<file path="src/rtl/disp_scan_ctrl.sv">
// Four-digit seven-segment scan controller: time-multiplexes a frame-snapshotted
// 16-bit hex value onto a shared segment bus with an optional per-slot blanking gap.
module disp_scan_ctrl #(
    parameter int DIV   = 50000,
    parameter int DEAD  = 500,
    parameter int CNT_W = 16
) (
    input  logic        clk,
    input  logic        reset_n,
    input  logic        run,
    input  logic [15:0] hex_in,
    input  logic [3:0]  dp_in,
    input  logic [3:0]  blank_in,
    output logic [1:0]  sel,
    output logic        sel_en,
    output logic [3:0]  hex_out,
    output logic        dp_out,
    output logic        frame_tick
);

    typedef enum logic [1:0] {IDLE, BLANK, SHOW} state_t;

    localparam logic [CNT_W-1:0] CNT_LAST   = CNT_W'(DIV - 1);
    localparam logic [CNT_W-1:0] DEAD_LAST  = CNT_W'((DEAD > 0) ? DEAD - 1 : 0);
    localparam state_t           SLOT_START = (DEAD == 0) ? SHOW : BLANK;

    state_t           state_q, state_d;
    logic [CNT_W-1:0] cnt_q, cnt_d;
    logic [1:0]       sel_q, sel_d;
    logic [15:0]      hex_s_q, hex_s_d;
    logic [3:0]       dp_s_q, dp_s_d;
    logic [3:0]       blank_s_q, blank_s_d;
    logic             sel_en_q, sel_en_d;
    logic [3:0]       hex_out_q, hex_out_d;
    logic             dp_out_q, dp_out_d;
    logic             tick_q, tick_d;
    logic             load;
    logic [1:0]       nib_idx;

    function automatic logic [3:0] nibble(input logic [15:0] v, input logic [1:0] i);
        case (i)
            2'd0:    return v[3:0];
            2'd1:    return v[7:4];
            2'd2:    return v[11:8];
            default: return v[15:12];
        endcase
    endfunction

    always_comb begin
        state_d = state_q;
        cnt_d   = cnt_q;
        sel_d   = sel_q;
        load    = 1'b0;
        tick_d  = 1'b0;
        case (state_q)
            IDLE: begin
                cnt_d = '0;
                sel_d = 2'd0;
                if (run) begin
                    load    = 1'b1;
                    state_d = SLOT_START;
                end
            end
            default: begin
                if (!run) begin
                    state_d = IDLE;
                    cnt_d   = '0;
                    sel_d   = 2'd0;
                end else if (cnt_q == CNT_LAST) begin
                    cnt_d   = '0;
                    sel_d   = sel_q + 2'd1;
                    state_d = SLOT_START;
                    if (sel_q == 2'd3) begin
                        load   = 1'b1;
                        tick_d = 1'b1;
                    end
                end else begin
                    cnt_d = cnt_q + CNT_W'(1);
                    if (DEAD > 0 && state_q == BLANK && cnt_q == DEAD_LAST)
                        state_d = SHOW;
                end
            end
        endcase

        hex_s_d   = load ? hex_in   : hex_s_q;
        dp_s_d    = load ? dp_in    : dp_s_q;
        blank_s_d = load ? blank_in : blank_s_q;

        // sel=k shows nibble 3-k, i.e. the bitwise inverse of the 2-bit index.
        nib_idx   = ~sel_d;
        hex_out_d = (state_d == IDLE) ? 4'h0 : nibble(hex_s_d, nib_idx);
        dp_out_d  = (state_d != IDLE) && dp_s_d[nib_idx];
        sel_en_d  = (state_d == SHOW) && !blank_s_d[nib_idx];
    end

    always_ff @(posedge clk or negedge reset_n) begin
        if (!reset_n) begin
            state_q   <= IDLE;
            cnt_q     <= '0;
            sel_q     <= 2'd0;
            hex_s_q   <= '0;
            dp_s_q    <= '0;
            blank_s_q <= '0;
            sel_en_q  <= 1'b0;
            hex_out_q <= '0;
            dp_out_q  <= 1'b0;
            tick_q    <= 1'b0;
        end else begin
            state_q   <= state_d;
            cnt_q     <= cnt_d;
            sel_q     <= sel_d;
            hex_s_q   <= hex_s_d;
            dp_s_q    <= dp_s_d;
            blank_s_q <= blank_s_d;
            sel_en_q  <= sel_en_d;
            hex_out_q <= hex_out_d;
            dp_out_q  <= dp_out_d;
            tick_q    <= tick_d;
        end
    end

    assign sel        = sel_q;
    assign sel_en     = sel_en_q;
    assign hex_out    = hex_out_q;
    assign dp_out     = dp_out_q;
    assign frame_tick = tick_q;

endmodule
</file>
<file path="config.mk">
export PLATFORM = sky130hd
export DESIGN_NAME = disp_scan_ctrl
export DESIGN_NICKNAME = d
export VERILOG_FILES = /design/src/rtl/disp_scan_ctrl.sv
export SDC_FILE = /design/constraint.sdc
export NUM_CORES = 1
export LEC_CHECK = 0
export BUFFER_PORTS_ARGS = -buffer_cell sky130_fd_sc_hd__buf_2
export CAP_MARGIN = 10
export CORE_UTILIZATION = 30
export CTS_BUF_LIST = sky130_fd_sc_hd__clkbuf_16
export CTS_CLUSTER_SIZE = 20
export DETAILED_ROUTE_END_ITERATION = 12
export GPL_ROUTABILITY_DRIVEN = 0
export SLEW_MARGIN = 20
export SYNTH_ARGS = -nofsm -noshare
export SYNTH_HDL_FRONTEND = slang
export SYNTH_SLANG_ARGS = --single-unit
</file>
<file path="constraint.sdc">
create_clock -name clk -period 2.5 [get_ports clk]
set_input_delay 0.25 -clock clk [delete_from_list [all_inputs] [get_ports clk]]
set_output_delay 0.25 -clock clk [all_outputs]
set_load 0.02 [all_outputs]
</file>
; ---- After elaboration in Yosys (flattened, before gate mapping)
; Index checks and enable logic that the tools add are counted.
[totals]
register_bits = 51
latchBits = 0
ramBits = 0
rom_bits = 0
in_bits = 27
output_inout_bits = 9
word_cells = 55
n_memories = 0
[op_classes]
addsub = 2
multipliers = 0
div_mod_pow = 0
n_lt_le_gt_ge = 1
n_eq_ne = 7
shifts = 0
muxes = 26
n_bitwise = 1
n_reduce_logical = 8
[op_table]
columns = op, n
row1 = $mux 16, 4
row2 = $add 16x1->16 const B, 1
row3 = $eq 16x16->1 const B, 1
row4 = $eq 16x9->1 const B, 1
row5 = $mux 2, 8
row6 = $mux 4, 3
row7 = $pmux 4 s3, 1
row8 = $mux 1, 8
row9 = $eq 2x2->1 const B, 3
row10 = $logic_not 2->1, 3
row11 = $bmux 1 s2, 2
row12 = $eq 2x1->1 const B, 2
row13 = $logic_and 1x1->1, 3
row14 = $lt 2x3->1 const B, 1
row15 = $add 2x1->2 const B, 1
row16 = $not 2->2, 1
row17 = $reduce_bool 2->1, 1
row18 = $logic_not 1->1, 1

; ---- Logic depth before layout (Yosys ltp)
[depth]
depth_word = 10
depth_mapped = 9
mapped_depth_nobuf = 8

; ---- Least setup slack after synthesis
; OpenSTA, ideal clock, no wires.
[synth_timing]
path_kind = register to register
start = register cnt_q[4]
end = register hex_out_q[3], in the netlist hex_out[3]
setup_ns = 0.120
arrival_time_ns = 2.482
t_required_ns = 2.380
setup_slack_ns = -0.103
stages_incl_launch_ff = 8
path_buffers = 1
period_less_slack_ns = 2.603
cell_sequence = dfrtp_1 > or4b_1 > nor4_2 > buf_2 > mux2_2 > a222oi_1 > a211oi_1 > a31o_2
[synth_between]
elab_chain_cells = 8
word_cells_on_any_way = 21
classes_between = 4 x eq/ne / 13 x mux / 1 x bitwise / 3 x reduce/logical
[synth_lines]
columns = element, line
row1 = "start, declared", 28  ; logic [CNT_W-1:0] cnt_q, cnt_d;
row2 = "start signal, assigned", 110  ; cnt_q <= cnt_d;
row3 = $eq 16x16->1 or $eq 16x9->1 (tied branches), "69, 79"
row4 = $mux 2 or $logic_and 1x1->1 (tied branches), "69, 79"
row5 = "$mux 2, on equally long branches", "65, 79"
row6 = "$mux 2, on equally long branches", "55, 69"
row7 = $not 2->2 or $mux 2 (tied branches), "90, 65"
row8 = $eq 2x2->1 (tied with other cells), 41  ; case (i)
row9 = $pmux 4 s3 or $logic_not 2->1 (tied branches), "41, 91"
row10 = $mux 4 (*), 91  ; hex_out_d = (state_d == IDLE) ? 4'h0 : nibble(hex_s_d, nib_idx);
row11 = net hex_out_d[3], 34  ; logic [3:0] hex_out_q, hex_out_d;
row12 = "end signal, assigned", 116  ; hex_out_q <= hex_out_d;
row13 = "end, declared", 34
; The timed path passes the listed nets; every way through them passes the cells marked *.

; ---- Worst setup path after layout
[layout_timing]
start = register cnt_q[12]
end = register hex_out_q[3], in the netlist hex_out[3]
; Same word-level chain as after synthesis.

==> results.tsv <==
stage	metric	value	unit
setup_path	crit_slowest_cell	or4_4	
yosys	synth_top_area_share	48.5	%
global_route	grtUsageMet1	21.5	%
timing	fmax	396	MHz
timing	finalSetupViolations	3	
clocking	numCtsBuffers	5	
timing	hold_violations	0	
setup_path	required	2.69	ns
setup_path	slowest_delay	0.54	ns
yosys	yosysTopAreaCell	dfrtp_1	
global_route	first_global_vias	2124	
power_and_ir_drop	power.density	569	nW/µm²
layout	drive_gt1_share	28.1	%
setup_path	reg2reg_from	cnt_q[12]	
setup_path	crit_path_start	cnt_q[12]	
clocking	cts_max_level	2	
timing	skew	0.00989	ns
detailed_routing	drt_iter0_drc	143	
global_route	use_met2	22.3	%
run_status	violations	setup timing	
global_route	top_usage_layer	met2	
global_route	grt_pass1_wl	10.4	mm
timing	worst_pin_slew	0.683	ns
clocking	hold_buffers	0	
layout	antennaDiodeCount	0	
floorplanning	rows	33	
yosys	yosysWarnings	0	
floorplanning	die_y	95.6	µm
worst_hold_path	hp-class	input pin to asynchronous set/reset pin	
detailed_routing	detail_route.wl_per_cell	14.4	µm
clocking	cts.path.max_buffers	2	
timing	post-route-period-util	101	%
yosys	syn-cell-area	2630	µm²
global_route	grtUsageTotal	14.9	%
timing	maxSlewHeadroom	54.1	%
yosys	synthesis.nets	315	
yosys	yosysSeqAreaShare	48.5	%
detailed_routing	drtPass1Iterations	7	
placement	dpl.hpwl	4.72	mm
layout	nFillCells	829	
placement	io_buffers	35	
timing	finalMaxSlewViolations	0	
floorplanning	die-area	9150	µm²
run	max-cap-violations	0	
detailed_routing	routed_wl	6.49	mm
setup_path	reg2reg_slack	-0.03	ns
layout	final_core_util	40.2	%
clocking	clk_pin_slew_worst_paths	0.07	ns
layout	final_nets	373	
detailed_routing	post-route-drc-count	0	
yosys	synthCells	286	
floorplanning	start_util	31.5	%
timing	worst_slack	-0.0271	ns
power_and_ir_drop	vdd_drop_max	0.264	mV
clocking	cts.sinks	51	
yosys	avgSynthCellArea	9.20	µm²
yosys	synthTopCellsByArea	dfrtp_1 49%, nand2_1 9.3%, nand3_1 4.8%, o21ai_0 3.8%, nor2_1 2.9%	
clocking	insertion_delay	0.30	ns
setup_path	cp.arrival	2.71	ns
floorplanning	die_w	95.6	µm
global_route	use_met3	2.15	%
setup_path	critPathKind	register to register	
setup_path	r2r_cells	8	
timing	final.setup.tns	-0.0566	ns
timing	grt_setup_unrepaired	yes	
timing	period_minus_slack	2.53	ns
global_route	grt.overflow.total	0	
timing	fin_hold_ws	0.0611	ns
global_route	antenna_found_initial	0	
global_route	grt_max_degree	52	
setup_path	worstPathCellList	or4_4 -> nor4_4 -> mux2_4 -> inv_2 -> buf_6 -> mux2i_2 -> a211oi_1 -> a31o_2	
power_and_ir_drop	design_power_total	1.91	mW
floorplanning	pin_count	36	
setup_path	crit_path_end_kind	register	
detailed_routing	vias_per_cell	5.11	
setup_path	crit_path_max_fanout	6	
floorplanning	core_area	8340	µm²
run_status	status	complete, but fails checks	
detailed_routing	drt.antenna.violating_nets	0	
placement	pre_cts_slack	-0.0948	ns
clocking	cts_tree	built	
power_and_ir_drop	p_leak	1.55	nW
yosys	ys_ff_latch	51	
setup_path	start_kind	register	
yosys	synth_cell_types	46	
clocking	clock-root-buffer	clkbuf_16	
detailed_routing	vias	2299	
layout	area.growth.synth_to_final	27.6	%
setup_path	reg2reg_to	hex_out[3]	
-- final cells by class --
| type | count | area [µm²] | share of cell area, % |
|---|---|---|---|
| multi-input cells | 213 | 1340 | 40.0 |
| flip-flops and latches | 51 | 1280 | 38.0 |
| repair buffers | 65 | 408 | 12.2 |
| well taps | 105 | 131 | 3.91 |
| clock buffers | 5 | 125 | 3.73 |
| clock inverters | 3 | 42.5 | 1.27 |
| inverters | 8 | 30.0 | 0.895 |
-- layout by cell type (no fill, tap or decap), types with 3 or more instances in the layout --
| cell | n |
|---|---|
| a211oi_1 | 3 |
| a21o_1 | 5 |
| a21oi_1 | 4 |
| a31o_2 | 4 |
| buf_2 | 35 |
| buf_4 | 28 |
| clkbuf_16 | 5 |
| dfrtp_1 | 51 |
| inv_1 | 7 |
| mux2i_1 | 4 |
| nand2_1 | 65 |
| nand3_1 | 25 |
| nor2_1 | 19 |
| nor4_1 | 4 |
| o21ai_0 | 20 |
| xnor2_1 | 7 |
| xor2_1 | 6 |
-- repair_timing --
action,in CTS,in global routing
pin swaps,1,4
setup endpoints to repair,3,4
endpoints found under the hold margin,0,0
setup buffers,1,3
resized for setup,8,7
-- power breakdown --
group | internal, mW | leakage, nW | switching [mW] | total, mW
clock | 0.473 | 0.0818 | 0.309 | 0.782
sequential | 0.882 | 0.666 | 0.0311 | 0.913
combinational | 0.0888 | 0.801 | 0.127 | 0.216
-- cell usage after synthesis, drive strengths merged --
master  number
or2          2
o31ai        1
o21ba        1
nor4b        1
nand4        2
o21a         1
a21oi        4
a22o         1
nor2b        1
o31a         1
and2         2
or4          1
a211oi       5
nor2        20
mux2         2
xor2         6
buf          4
a221oi       3
mux4         2
a32oi        1
clkbuf      10
or4b         1
inv          8
nor4         5
o21bai       1
mux2i        7
and3         2
nand2b       2
ha           2
a21o         5
nor3         2
nand2       66
or3          2
nand3       25
a311o        1
o221ai       1
a32o         1
o311ai       1
a31o         4
a222oi       1
o21ai       20
dfrtp       51
xnor2        7
-- through the flow --
step	cell area, µm²	std cells
2_1_floorplan	2650	286
3_3_place_gp	3090	438
3_5_place_dp	3090	438
4_1_cts	3300	447
5_1_grt	3360	450
6_report	3360	450
-- sequential cells by signal, summed over array words and instances, names as in the netlist --
signal / flops
frame_tick: 1
sel: 2
cnt_q: 16
dp_s_q: 4
hex_out: 4
state_q: 2
sel_en: 1
blank_s_q: 4
hex_s_q: 16
dp_out: 1
-- worst max-delay path, delay by kind of cell, from the launching register on --
kind | cells | cell delay, ns
compound gates | 2 | 0.35
flops | 1 | 0.38
buf+inv | 2 | 0.21
simple gates | 2 | 0.89
mux | 2 | 0.60
-- cell families after synthesis --
group | count (synthesis) | share of synthesized area [%]
buffers and inverters | 22 | 3.33
adder cells (fa/ha/maj) | 2 | 0.951
AND/OR/NAND/NOR | 134 | 23.3
flip-flops | 51 | 48.5
AO/OA/AOI/OAI | 53 | 14.3
XOR/XNOR | 13 | 4.33
multiplexers | 11 | 5.23
-- layer usage --
| metal | wire length (µm) | part of all wire, % |
|---|---|---|
| met5 | 0 | 0 |
| met4 | 103 | 1.6 |
| met3 | 264 | 4.1 |
| met2 | 3000 | 46 |
| met1 | 3120 | 48 |
-- worst max path at each step --
stage,cells past startpoint,to
after floorplan,6,hex_out[0]
after global placement,8,dp_out
after detailed placement,8,dp_out
after CTS,8,hex_out[3]
after global routing,8,dp_out
final,8,hex_out[3]
(Power assumes the default switching activity.)
